### config.mk
export PLATFORM = sky130hd
export DESIGN_NAME = mnist_pixel_streamer_flat
export DESIGN_NICKNAME = d
export VERILOG_FILES = /design/src/rtl/mnist_pixel_streamer_if.sv /design/src/rtl/mnist_pixel_streamer.sv /design/src/flat_wrapper.sv
export SDC_FILE = /design/constraint.sdc
export NUM_CORES = 1
export LEC_CHECK = 0
export ABC_AREA = 1
export BUFFER_PORTS_ARGS = -buffer_cell sky130_fd_sc_hd__clkbuf_2
export CELL_PAD_IN_SITES_DETAIL_PLACEMENT = 0
export CELL_PAD_IN_SITES_GLOBAL_PLACEMENT = 1
export CORE_MARGIN = 1
export CORE_UTILIZATION = 33
export CTS_CLUSTER_SIZE = 12
export DETAILED_ROUTE_END_ITERATION = 10
export PLACE_DENSITY_LB_ADDON = 0.1
export SLEW_MARGIN = 20
export SYNTH_ARGS = -nofsm -noshare
export SYNTH_HDL_FRONTEND = slang
export SYNTH_SLANG_ARGS = --single-unit
export TNS_END_PERCENT = 10
### constraint.sdc
create_clock -name clk -period 3.5 [get_ports clk]
set_input_delay 0.35 -clock clk [delete_from_list [all_inputs] [get_ports clk]]
set_output_delay 0.35 -clock clk [all_outputs]
set_load 0.1 [all_outputs]
### src/rtl/mnist_pixel_streamer_if.sv
// Bus bundle for mnist_pixel_streamer: row-write port, start request and
// the serial pixel stream with its frame/position qualifiers.
`timescale 1ns/1ps
interface mnist_pixel_streamer_if;
  logic        wr_en;
  logic [4:0]  wr_row;
  logic [27:0] wr_data;
  logic        start;
  logic        busy;
  logic        load;
  logic        pixel;
  logic        pixel_valid;
  logic [4:0]  H_count;
  logic [4:0]  V_count;
  logic        done;

  modport master (
    output wr_en, wr_row, wr_data, start,
    input  busy, load, pixel, pixel_valid, H_count, V_count, done
  );

  modport slave (
    input  wr_en, wr_row, wr_data, start,
    output busy, load, pixel, pixel_valid, H_count, V_count, done
  );
endinterface

### src/rtl/mnist_pixel_streamer.sv
// mnist_pixel_streamer: holds a 28x28 binary image written one row at a time
// and streams it out as a raster-ordered serial pixel stream.
// Optional build macro STREAM_ROW_GAP_EN inserts one idle (GAP) cycle after
// every row except the last.
//
// state  | meaning
// IDLE   | waiting for start; row writes accepted
// STREAM | a valid pixel is on the outputs
// GAP    | one-cycle pause between rows (macro build only)
// DONE   | one-cycle done pulse after the last pixel
`timescale 1ns/1ps
module mnist_pixel_streamer (
  input logic clk,
  input logic reset,
  mnist_pixel_streamer_if.slave bus
);

`ifdef STREAM_ROW_GAP_EN
  localparam bit GapEn = 1'b1;
`else
  localparam bit GapEn = 1'b0;
`endif

  typedef enum logic [1:0] {IDLE, STREAM, GAP, DONE} state_t;

  state_t      state_q, state_d;
  logic [27:0] img_q [28];
  logic        busy_q, busy_d;
  logic        load_q, load_d;
  logic        pixel_q, pixel_d;
  logic        pv_q, pv_d;
  logic        done_q, done_d;
  logic [4:0]  h_q, h_d;
  logic [4:0]  v_q, v_d;

  logic        wr_ok;
  logic [27:0] row0_fwd;
  logic [4:0]  nh, nv, nv_idx;
  logic [27:0] nrow;

  // Writes only land while idle and only for real rows.
  assign wr_ok = bus.wr_en && (bus.wr_row <= 5'd27) && (state_q == IDLE);

  // A row-0 write in the start cycle must show up in the very first pixel.
  assign row0_fwd = (wr_ok && (bus.wr_row == 5'd0)) ? bus.wr_data : img_q[0];

  // Raster successor of the current position; also valid when leaving GAP,
  // because H holds 27 there.
  assign nh     = (h_q == 5'd27) ? 5'd0 : h_q + 5'd1;
  assign nv     = (h_q == 5'd27) ? v_q + 5'd1 : v_q;
  assign nv_idx = (nv > 5'd27) ? 5'd0 : nv;
  assign nrow   = img_q[nv_idx];

  // Image store: cleared by reset, overwritten a row at a time.
  always_ff @(posedge clk or negedge reset) begin
    if (!reset) begin
      for (int i = 0; i < 28; i++) img_q[i] <= '0;
    end else if (wr_ok) begin
      img_q[bus.wr_row] <= bus.wr_data;
    end
  end

  // State and registered outputs.
  always_ff @(posedge clk or negedge reset) begin
    if (!reset) begin
      state_q <= IDLE;
      busy_q  <= 1'b0;
      load_q  <= 1'b0;
      pixel_q <= 1'b0;
      pv_q    <= 1'b0;
      done_q  <= 1'b0;
      h_q     <= 5'd0;
      v_q     <= 5'd0;
    end else begin
      state_q <= state_d;
      busy_q  <= busy_d;
      load_q  <= load_d;
      pixel_q <= pixel_d;
      pv_q    <= pv_d;
      done_q  <= done_d;
      h_q     <= h_d;
      v_q     <= v_d;
    end
  end

  // Next state and next output values.
  always_comb begin
    state_d = state_q;
    busy_d  = 1'b0;
    load_d  = 1'b0;
    pixel_d = 1'b0;
    pv_d    = 1'b0;
    done_d  = 1'b0;
    h_d     = h_q;
    v_d     = v_q;
    case (state_q)
      IDLE: begin
        if (bus.start) begin
          state_d = STREAM;
          h_d     = 5'd0;
          v_d     = 5'd0;
          busy_d  = 1'b1;
          load_d  = 1'b1;
          pv_d    = 1'b1;
          pixel_d = row0_fwd[27];
        end
      end
      STREAM: begin
        if (h_q == 5'd27 && v_q == 5'd27) begin
          state_d = DONE;
          done_d  = 1'b1;
        end else if (h_q == 5'd27 && GapEn) begin
          state_d = GAP;
          busy_d  = 1'b1;
        end else begin
          h_d     = nh;
          v_d     = nv;
          busy_d  = 1'b1;
          pv_d    = 1'b1;
          pixel_d = nrow[5'd27 - nh];
        end
      end
      GAP: begin
        state_d = STREAM;
        h_d     = nh;
        v_d     = nv;
        busy_d  = 1'b1;
        pv_d    = 1'b1;
        pixel_d = nrow[5'd27 - nh];
      end
      DONE: begin
        state_d = IDLE;
      end
      default: state_d = IDLE;
    endcase
  end

  assign bus.busy        = busy_q;
  assign bus.load        = load_q;
  assign bus.pixel       = pixel_q;
  assign bus.pixel_valid = pv_q;
  assign bus.done        = done_q;
  assign bus.H_count     = h_q;
  assign bus.V_count     = v_q;

endmodule

### src/flat_wrapper.sv
// flat-port wrapper written by rule: the top's interface ports become plain ports
module mnist_pixel_streamer_flat 
  (clk, reset, bus_wr_en, bus_wr_row, bus_wr_data, bus_start, bus_busy, bus_load, bus_pixel, bus_pixel_valid, bus_H_count, bus_V_count, bus_done);
  mnist_pixel_streamer_if bus_i ();
  input logic clk;
  input logic reset;
  input wire logic [$bits(bus_i.wr_en)-1:0] bus_wr_en;
  input wire logic [$bits(bus_i.wr_row)-1:0] bus_wr_row;
  input wire logic [$bits(bus_i.wr_data)-1:0] bus_wr_data;
  input wire logic [$bits(bus_i.start)-1:0] bus_start;
  output wire logic [$bits(bus_i.busy)-1:0] bus_busy;
  output wire logic [$bits(bus_i.load)-1:0] bus_load;
  output wire logic [$bits(bus_i.pixel)-1:0] bus_pixel;
  output wire logic [$bits(bus_i.pixel_valid)-1:0] bus_pixel_valid;
  output wire logic [$bits(bus_i.H_count)-1:0] bus_H_count;
  output wire logic [$bits(bus_i.V_count)-1:0] bus_V_count;
  output wire logic [$bits(bus_i.done)-1:0] bus_done;
  assign bus_i.wr_en = bus_wr_en;
  assign bus_i.wr_row = bus_wr_row;
  assign bus_i.wr_data = bus_wr_data;
  assign bus_i.start = bus_start;
  assign bus_busy = bus_i.busy;
  assign bus_load = bus_i.load;
  assign bus_pixel = bus_i.pixel;
  assign bus_pixel_valid = bus_i.pixel_valid;
  assign bus_H_count = bus_i.H_count;
  assign bus_V_count = bus_i.V_count;
  assign bus_done = bus_i.done;
  mnist_pixel_streamer u_core (.clk(clk), .reset(reset), .bus(bus_i));
endmodule
==> flow_metrics.env <==
export IMPL_status="finished clean"
export IMPL_r2r_slack_ns=0.22
export IMPL_die_w_um=336
export IMPL_synth_flop_cell="dfrtp_1"
export IMPL_grt_overflow=0
export IMPL_rsz0062_at_grt="false"
export IMPL_route_detailed_drc=0
export IMPL_dpl_hpwl_um=82500
export IMPL_rows=122
export IMPL_ys_types=32
export IMPL_hold_path_class="in2reg"
export IMPL_tritoncts="yes"
export IMPL_cts_made_buffers=97
export IMPL_arrival_ns=3.88
export IMPL_grt_pass1_wl_um=216000
export IMPL_synth_edf_count=0
export IMPL_grt_usage_pct=25.9
export IMPL_cts_sinks=800
export IMPL_synth_async_sr_flop_share_pct=100
export IMPL_syn_nets=4634
export IMPL_ant_nets=0
export IMPL_hold_depth=3
export IMPL_r2r_cells=23
export IMPL_area_delta_synth_final_pct=19.2
export IMPL_die_area_um2=113000
export IMPL_clock_tree_buffer_depth=3
export IMPL_setup_viol=0
export IMPL_p_switching_uw=7780
export IMPL_antenna_cells=0
export IMPL_min_period_ns=3.28
export IMPL_slowest_delay_ns=0.35
export IMPL_irDropWorstVdd_v=0.000399
export IMPL_place_port_buffers=51
export IMPL_drt_initial_drc_count=3101
export IMPL_grt_pass1_vias=31012
export IMPL_via_per_inst=5.25
export IMPL_initial_core_util_pct=33.3
export IMPL_p_int_uw=18400
export IMPL_sequentialPowerShare_pct=44.8
export IMPL_cts_max_level=3
export IMPL_cp_start_kind="register"
export IMPL_critPathRequiredTime_ns=4.10
export IMPL_worstHoldStart="bus_start"
export IMPL_relSlewSlack_pct=29.0
export IMPL_crit_top_cell="nand3_1"
export IMPL_fin_crit_sh_pct=93.7
export IMPL_hold_slack_ns=0.0520
export IMPL_crit_path_cell_trace="ha_2 -> nand2_2 -> nor2_4 -> nand2_1 -> nand2_1 -> nand2_2 -> nor2_4 -> nand2_4 -> buf_4 -> nand2_8 -> inv_8 -> buf_16 -> nand3_1 -> nand3_1 -> nand3_1 -> nand3_1 -> nand3_1 -> nand3_2 -> nand3_1 -> nand3_2 -> nand3_4 -> nand3_1 -> a21oi_2"
export IMPL_yosysWarnings=0
export IMPL_antenna_found_initial=1
export IMPL_critPathBufInv=3
export IMPL_fin_tns_setup_ns=0
export IMPL_core_um2=111000
export IMPL_power_density_nw_per_um2=597
export IMPL_end_kind="register"
export IMPL_routed_wl_um=147000
export IMPL_swShare_pct=29.7
export IMPL_p_leak_uw=0.0196
export IMPL_cpMaxStageDelayCell="dfrtp_1"
export IMPL_r2r_start="u_core.bus.H_count[0]$_DFFE_PN0P_"
export IMPL_place_congestion=0.774
export IMPL_syn_inst=4589
export IMPL_num_vias=32247
export IMPL_insertion_delay_ns=0.68
export IMPL_cp_top_family="simple AND/OR/NAND/NOR gates"
export IMPL_clkTransAtPathRegs_ns=0.06
export IMPL_ys_seq_area_share_pct=54.4
export IMPL_hold_viol=0
export IMPL_grt_max_degree=106
export IMPL_fin_skew_ns=0.0118
export IMPL_max_freq_mhz=305
export IMPL_comb_power_share_pct=15.9
export IMPL_die_y_um=336
export IMPL_reg2reg_to="u_core.bus.pixel$_DFF_PN0_"
export IMPL_cap_violations=0
export IMPL_final_layout_size_suffix_gt1_share_pct=11.3
export IMPL_final_nets=4619
export IMPL_critPathKind="reg2reg"
export IMPL_drt_wirelength_per_cell_um=23.9
export IMPL_ys_seq_elements=800
export IMPL_io_pins=52
export IMPL_syn_cell_area_um2=36800
export IMPL_holdPathEnd="u_core.bus.load$_DFF_PN0_"
export IMPL_worst_slew_pin_slew_ns=1.07
export IMPL_dr_pass1_iters=5
export IMPL_cp_max_fo=31
export IMPL_maxSlewViolCount=0
export IMPL_cts_root_buf="clkbuf_16"
export IMPL_syn_area_per_cell_um2=8.02
export IMPL_power_frac_clock_pct=39.4
==> Yosys cell counts (5+ instances only) <==
library cell / instances / area (um^2)
o21ai_1: 7 / 35.0
nand2_2: 5 / 31.3
clkbuf_1: 282 / 1060
nand2_1: 1521 / 5710
dfrtp_1: 800 / 20000
o2111ai_1: 10 / 87.6
buf_2: 95 / 475
nor2_1: 70 / 263
buf_1: 10 / 37.5
a21oi_1: 81 / 405
o21bai_1: 5 / 37.5
buf_6: 5 / 56.3
o21ai_0: 795 / 3980
nand3_1: 769 / 3850
o22ai_1: 17 / 106
inv_2: 7 / 26.3
buf_4: 16 / 120
inv_1: 66 / 248
ha_1: 8 / 100
==> flip-flops by register name (all words and copies together), names as in the netlist <==
name,flops
u_core.bus.V_count,5
u_core.state_q,2
u_core.bus.pixel,1
u_core.bus.load,1
u_core.bus.busy,1
u_core.bus.H_count,5
u_core.bus.done,1
u_core.img_q,784
==> worst register-to-register path: stages (launching register included) <==
cell and delay [ns]:
dfrtp_1 0.35, ha_2 0.20, nand2_2 0.07, nor2_4 0.17, nand2_1 0.07, nand2_1 0.07, nand2_2 0.07, nor2_4 0.14
nand2_4 0.09, buf_4 0.17, nand2_8 0.12, inv_8 0.11, buf_16 0.20, nand3_1 0.15, nand3_1 0.07, nand3_1 0.11
nand3_1 0.15, nand3_1 0.13, nand3_2 0.11, nand3_1 0.12, nand3_2 0.15, nand3_4 0.17, nand3_1 0.09, a21oi_2 0.14
==> layout make-up <==
| type | count | area, um^2 |
|---|---|---|
| Inverter | 76 | 298 |
| Sequential cell | 800 | 20000 |
| Timing Repair Buffer | 294 | 3230 |
| Clock inverter | 37 | 353 |
| Clock buffer | 144 | 2860 |
| Tap cell | 1488 | 1860 |
| Multi-Input combinational cell | 3305 | 15300 |
| Fill cell | 11520 | 66800 |
==> worst max-delay path by stage <==
stage	from	endpoint	cells past startpoint
after CTS	u_core.bus.H_count[0]$_DFFE_PN0P_	u_core.bus.pixel$_DFF_PN0_	24
after global routing	u_core.bus.H_count[1]$_DFFE_PN0P_	u_core.bus.pixel$_DFF_PN0_	29
after global placement	u_core.bus.H_count[1]$_DFFE_PN0P_	u_core.bus.pixel$_DFF_PN0_	24
after floorplan	u_core.bus.H_count[0]$_DFFE_PN0P_	u_core.bus.pixel$_DFF_PN0_	22
final	u_core.bus.H_count[0]$_DFFE_PN0P_	u_core.bus.pixel$_DFF_PN0_	23
after detailed placement	u_core.bus.H_count[0]$_DFFE_PN0P_	u_core.bus.pixel$_DFF_PN0_	24
==> cell usage in the layout (no fill, tap or decap), drive strengths merged <==
cell | synthesis | final
clkbuf | 282 | 203
o21ai | 802 | 802
or2 | 1 | 1
nor3 | 1 | 1
xor2 | 3 | 3
nand4 | 1 | 1
clkinvlp | 0 | 1
inv | 74 | 77
o21bai | 5 | 5
nor2 | 75 | 75
o22ai | 17 | 17
o31ai | 3 | 3
nor3b | 1 | 1
dlygate4sd3 | 0 | 1
bufinv | 0 | 6
a21oi | 81 | 81
nand2 | 1527 | 1527
nand3b | 1 | 1
ha | 8 | 8
nand3 | 769 | 769
clkinv | 2 | 29
buf | 126 | 234
dfrtp | 800 | 800
o2111ai | 10 | 10
==> logic make-up after synthesis <==
group                      share of synthesized area [%]
adders and majority gates                          0.272
DFF                                                 54.4
and+or+nand+nor                                     27.0
AOI/OAI and AO/OA                                   12.7
xor gates and xnor gates                          0.0918
buffers and inverters                               5.53
==> power groups by stage <==
stage               logic, uW  registers [uW]  clock network, uW
floorplan                2460           11800                  0
CTS                      4120           11700              10500
global placement         4070           11800                  0
detailed placement       4110           11800                  0
global route             4740           11900              10900
finish                   4150           11700              10300
==> stage by stage <==
step / setup WS [ns] / cell area, um^2 / utilization (%) / power [uW] / instances
after global routing: 0.0000639 / 43900 / 39.6 / 27500 / 6144
after floorplan: 0.0751 / 36800 / - / 14300 / 4589
final: 0.222 / 43900 / 39.6 / 26200 / 6144
after detailed placement: 0.0151 / 40100 / 36.3 / 16000 / 5945
after global placement: -0.00400 / 40100 / 36.3 / 15900 / 5945
after CTS: 0.00515 / 43400 / 39.2 / 26400 / 6127
==> metal layers <==
layer,part of all wire [%],track usage [%]
met1,49,38.7
met2,44,39.7
met3,4.8,2.89
met4,1.8,6.35
met5,0,0
==> repair_timing <==
action / CTS / global route
hold endpoints to repair: 34 / 0
resized for setup: 1 / 44
pin swaps: 0 / 9
setup endpoints to repair: 1 / 1
setup buffers: 0 / 10
hold buffers: 1 / 0
gates cloned: 0 / 9
(Power assumes the default switching activity.)
